$ cat src/rtl/spart_pkg.sv
// Shared SPART definitions: receiver state encoding, register addresses and
// baud-tick sample points used by both the receiver and the transmitter.
package spart_pkg;

    typedef enum logic [1:0] {
        IDLE  = 2'b00,
        START = 2'b01,
        DATA  = 2'b10,
        STOP  = 2'b11
    } rx_state_t;

    localparam logic [1:0] SPART_ADDR_DATA   = 2'b00;
    localparam logic [1:0] SPART_ADDR_STATUS = 2'b01;

    // Sample points in 16x-baud ticks: half a bit into the start bit, then one full bit apart.
    localparam logic [3:0] MID_START = 4'd7;
    localparam logic [3:0] MID_BIT   = 4'd15;

endpackage

$ cat src/rtl/spart_sync.sv
// Multi-flop synchroniser for an asynchronous level input; every flop
// resets to 1 so an idle-high serial line never looks like a start edge.
module spart_sync #(
    parameter int STAGES = 2
) (
    input  logic clk,
    input  logic rst_n,
    input  logic raw,
    output logic synced
);

    logic [STAGES-1:0] flops;

    always_ff @(posedge clk) begin
        if (!rst_n) begin
            flops <= '1;
        end else begin
            flops <= {flops[STAGES-2:0], raw};
        end
    end

    assign synced = flops[STAGES-1];

endmodule

$ cat src/rtl/spart_rx2.sv
// SPART receiver: deserialises 8N1 frames sampled on the 16x-baud enable,
// holds the byte for the databus and reports RDA, framing and overrun status.
module spart_rx2
    import spart_pkg::*;
#(
    parameter int SYNC_STAGES = 2
) (
    input  logic       clk,
    input  logic       rst_n,
    input  logic       enable,
    input  logic [1:0] addr,
    input  logic       iorw,
    input  logic       iocs,
    input  logic       RX,
    output logic [7:0] rx_data,
    output logic       RDA,
    output logic       FE,
    output logic       OE
);

    rx_state_t   state;
    rx_state_t   next_state;
    logic        rx_s;
    logic [3:0]  baud_cnt;
    logic [2:0]  bit_cnt;
    logic [7:0]  shift_reg;
    logic        shift_en;
    logic        load;
    logic        data_read;
    logic        status_read;

    spart_sync #(
        .STAGES (SYNC_STAGES)
    ) u_sync (
        .clk    (clk),
        .rst_n  (rst_n),
        .raw    (RX),
        .synced (rx_s)
    );

    assign data_read   = iocs & iorw & (addr == SPART_ADDR_DATA);
    assign status_read = iocs & iorw & (addr == SPART_ADDR_STATUS);

    always_ff @(posedge clk) begin
        if (!rst_n) begin
            state <= IDLE;
        end else begin
            state <= next_state;
        end
    end

    always_comb begin
        next_state = state;
        shift_en   = 1'b0;
        load       = 1'b0;
        case (state)
            IDLE: begin
                if (!rx_s) next_state = START;
            end
            START: begin
                // A start bit that is gone by mid-bit is treated as line noise.
                if (enable && baud_cnt == MID_START) next_state = rx_s ? IDLE : DATA;
            end
            DATA: begin
                if (enable && baud_cnt == MID_BIT) begin
                    shift_en = 1'b1;
                    if (bit_cnt == 3'd7) next_state = STOP;
                end
            end
            STOP: begin
                if (enable && baud_cnt == MID_BIT) begin
                    load       = 1'b1;
                    next_state = IDLE;
                end
            end
            default: next_state = IDLE;
        endcase
    end

    always_ff @(posedge clk) begin
        if (!rst_n) begin
            baud_cnt <= 4'd0;
            bit_cnt  <= 3'd0;
        end else begin
            if (state == IDLE) begin
                baud_cnt <= 4'd0;
            end else if (state == START && enable && baud_cnt == MID_START) begin
                baud_cnt <= 4'd0;
            end else if (enable) begin
                baud_cnt <= baud_cnt + 4'd1;
            end

            if (state == START) begin
                bit_cnt <= 3'd0;
            end else if (shift_en) begin
                bit_cnt <= bit_cnt + 3'd1;
            end
        end
    end

    // LSB arrives first, so each new bit enters at the top.
    always_ff @(posedge clk) begin
        if (shift_en) shift_reg <= {rx_s, shift_reg[7:1]};
    end

    always_ff @(posedge clk) begin
        if (!rst_n) begin
            rx_data <= 8'h00;
            RDA     <= 1'b0;
            FE      <= 1'b0;
            OE      <= 1'b0;
        end else begin
            if (load) rx_data <= shift_reg;

            if (load) begin
                RDA <= 1'b1;
            end else if (data_read) begin
                RDA <= 1'b0;
            end

            // Fresh error events are OR-ed in after the clear so they are never lost.
            FE <= (FE & ~status_read) | (load & ~rx_s);
            OE <= (OE & ~status_read) | (load & RDA & ~data_read);
        end
    end

endmodule

$ cat config.mk
export PLATFORM = sky130hd
export DESIGN_NAME = spart_rx2
export DESIGN_NICKNAME = d
export VERILOG_FILES = /design/src/rtl/spart_pkg.sv /design/src/rtl/spart_sync.sv /design/src/rtl/spart_rx2.sv
export SDC_FILE = /design/constraint.sdc
export NUM_CORES = 1
export LEC_CHECK = 0
export BUFFER_PORTS_ARGS = -buffer_cell sky130_fd_sc_hd__buf_2
export CORE_MARGIN = 3
export CORE_UTILIZATION = 45
export CTS_CLUSTER_SIZE = 12
export DETAILED_ROUTE_END_ITERATION = 16
export PLACE_DENSITY_LB_ADDON = 0.3
export SYNTH_ARGS = -nofsm -noshare
export SYNTH_HDL_FRONTEND = slang
export SYNTH_SLANG_ARGS = --single-unit
export TNS_END_PERCENT = 20
$ cat constraint.sdc
create_clock -name clk -period 4.41 [get_ports clk]
set_clock_uncertainty 0.2 [all_clocks]
set_input_delay 0.6615 -clock clk [delete_from_list [all_inputs] [get_ports clk]]
set_output_delay 0.6615 -clock clk [all_outputs]
set_load 0.01 [all_outputs]
==> impl_metrics.env <==
export IMPL_drtIter0Drc=37
export IMPL_cp_slowest_cell="nor3b_1"
export IMPL_cts_tree="done"
export IMPL_diodes=0
export IMPL_status="finished, final reports clean"
export IMPL_cp_cell_sequence="buf_2, nand4_1, nor3b_1"
export IMPL_htreeDepth=2
export IMPL_grt_max_degree=26
export IMPL_finalCritPeriodShare_pct=56.09
export IMPL_netlist_instances=112
export IMPL_cpPeakStageDelay_ns=1.01
export IMPL_rsz0062_at_grt="no"
export IMPL_place_congestion=0.7611
export IMPL_hold_viol_final=0
export IMPL_antenna_found_initial=0
export IMPL_synth_cell_types=30
export IMPL_tns_ns=0
export IMPL_cts_setup_buffers=0
export IMPL_dieArea_sq_um=3381
export IMPL_required_ns=4.15
export IMPL_power_leakage_nw=0.4929
export IMPL_min_period_ns=2.474
export IMPL_holdWs_ns=0.2145
export IMPL_clockBufferDepth=2
export IMPL_final_cell_mix="dfxtp_1 (22), buf_2 (18), nand3_1 (11)"
export IMPL_postRouteAntennaNets=0
export IMPL_dp_hpwl_microns=1518
export IMPL_ys_ff_latch=30
export IMPL_avgSynthCellArea_sq_um=10.93
export IMPL_overflow=0
export IMPL_dr_pass1_iters=4
export IMPL_fin_ws_ns=1.936
export IMPL_setup_viol=0
export IMPL_syn_area_sq_um=1224
export IMPL_dpl_worst_slack_ns=1.573
export IMPL_ctsRootBufferMaster="clkbuf_4"
export IMPL_crit_type="in2reg"
export IMPL_critPathArrivalTime_ns=2.21
export IMPL_die_h_microns=58.15
export IMPL_cts_buffers=5
export IMPL_rows=18
export IMPL_synth_top_area_share_pct=35.99
export IMPL_clk_pin_slew_ns=0.09
export IMPL_wl_microns=2183
export IMPL_postCtsHoldBufs=0
export IMPL_maxSlewHeadroom_pct=27.08
export IMPL_viasPerCell=5.605
export IMPL_finalMaxSlewViolations=0
export IMPL_start_kind="primary input"
export IMPL_fmax_mhz=404.3
export IMPL_first_global_vias=868
export IMPL_hp_class="reg2reg"
export IMPL_wl_per_cell_microns=13.48
export IMPL_syn2layout_area_growth_pct=12.17
export IMPL_ys_seq_area_share_pct=55.62
export IMPL_irDropWorstVdd_uv=209.2
export IMPL_syn_num_nets=123
export IMPL_core_area_sq_um=2522
export IMPL_cellPowerDensity_nw_per_um2=325.9
export IMPL_die_x_microns=58.15
export IMPL_crit_fanout=11
export IMPL_yosys_warnings=0
export IMPL_drive_above_1_share_pct=20.45
export IMPL_groute_usage_overall_pct=14.74
export IMPL_num_io_pins=19
export IMPL_cts_sinks=30
export IMPL_start_util_pct=48.51
export IMPL_synthTopCellsByArea="dfxtp_1 (36%), edfxtp_1 (20%), a21boi_0 (5.5%), nand3_1 (4.5%), nor3b_1 (3.7%)"
export IMPL_drv_cap=0
export IMPL_fillers=226
export IMPL_end_kind="flop"
export IMPL_drc_errors=0
export IMPL_fin_nets=142
export IMPL_clk_latency_ns=0.33
export IMPL_numPortBuffers=18
export IMPL_grt_pass1_wl_microns=3705
export IMPL_tightest_slew_ns=1.091
export IMPL_via_count=908
export IMPL_final_common_cell="dfxtp_1"
export IMPL_synth_top_cell_by_area="dfxtp_1"
export IMPL_cts_resized=0
-- critical path: cells and delay by family --
kind	cells	cell delay [ns]
buffers and inverters	1	0.16
AND/OR/NAND/NOR	2	1.39
-- cells in the mapped netlist --
cell and number:
nand4b_1 2, a32oi_1 1, inv_1 1, nand4_1 3
xor2_1 1, nand2_1 7, nor2_1 3, or3_1 1
mux2i_1 4, o31ai_1 2, a21oi_1 1, xnor2_1 2
dfxtp_1 22, and2_1 1, a21boi_0 9, nor3b_2 1
and4_1 1, edfxtp_1 8, o221a_2 1, o41ai_1 1
a311oi_1 1, nand2b_1 4, o21ai_0 8, a21boi_1 1
ha_1 3, clkbuf_1 2, buf_2 3, nand3_1 11
nor3b_1 6, buf_4 1
-- power breakdown --
group / internal, mW / switching, mW
Clock: 0.0606 / 0.0885
Combinational: 0.00663 / 0.00773
Sequential: 0.282 / 0.00163
-- final cells by class --
class	instances	area, sq um	area share (%)
clock buffer	6	41.29	3.008
inverter	1	3.754	0.2735
timing repair buffer	18	90.09	6.563
clock inverter	2	10.01	0.7293
sequential	30	680.7	49.59
multi-input combinational	75	509.2	37.10
tap	30	37.54	2.735
-- routing by layer --
metal | up-vias | GRT usage (%) | wire (microns)
met3 | 7 | 4.677 | 92
li1 | 453 | - | -
met4 | 0 | 10.60 | 64
met1 | 434 | 17.43 | 987
met2 | 14 | 22.42 | 1038
met5 | - | 0 | 0
-- logic make-up (layout without fill, tap and decap cells) --
family,count (synthesis),in the layout,share of synthesized area [%]
flops,30,30,55.62
buf+inv,7,27,2.761
simple gates,40,40,19.02
fa+ha+maj,3,3,3.068
mux,4,4,3.272
xor+xnor,3,3,2.148
compound gates,25,25,14.11
-- per-stage QoR --
step           power [mW]  utilization [%]  instance area [sq um]  std cells
2_1_floorplan      0.2994                -                   1224        112
3_3_place_gp       0.3041            52.38                   1321        154
3_5_place_dp       0.3047            52.38                   1321        154
4_1_cts            0.4531            54.41                   1373        162
5_1_grt            0.4700            54.41                   1373        162
6_report           0.4474            54.41                   1373        162
-- final timing paths --
| check | from | end | slack, ns | depth (start not counted) |
|---|---|---|---|---|
| max | enable | shift_reg[2] | 1.94 | 3 |
| min | u_sync.flops[0] | u_sync.flops[1] | 0.21 | 1 |
| max reg2reg | baud_cnt[2] | shift_reg[2] | 2.02 | 2 |
| min reg2reg | u_sync.flops[0] | u_sync.flops[1] | 0.21 | 1 |
(Power assumes the default switching activity.)
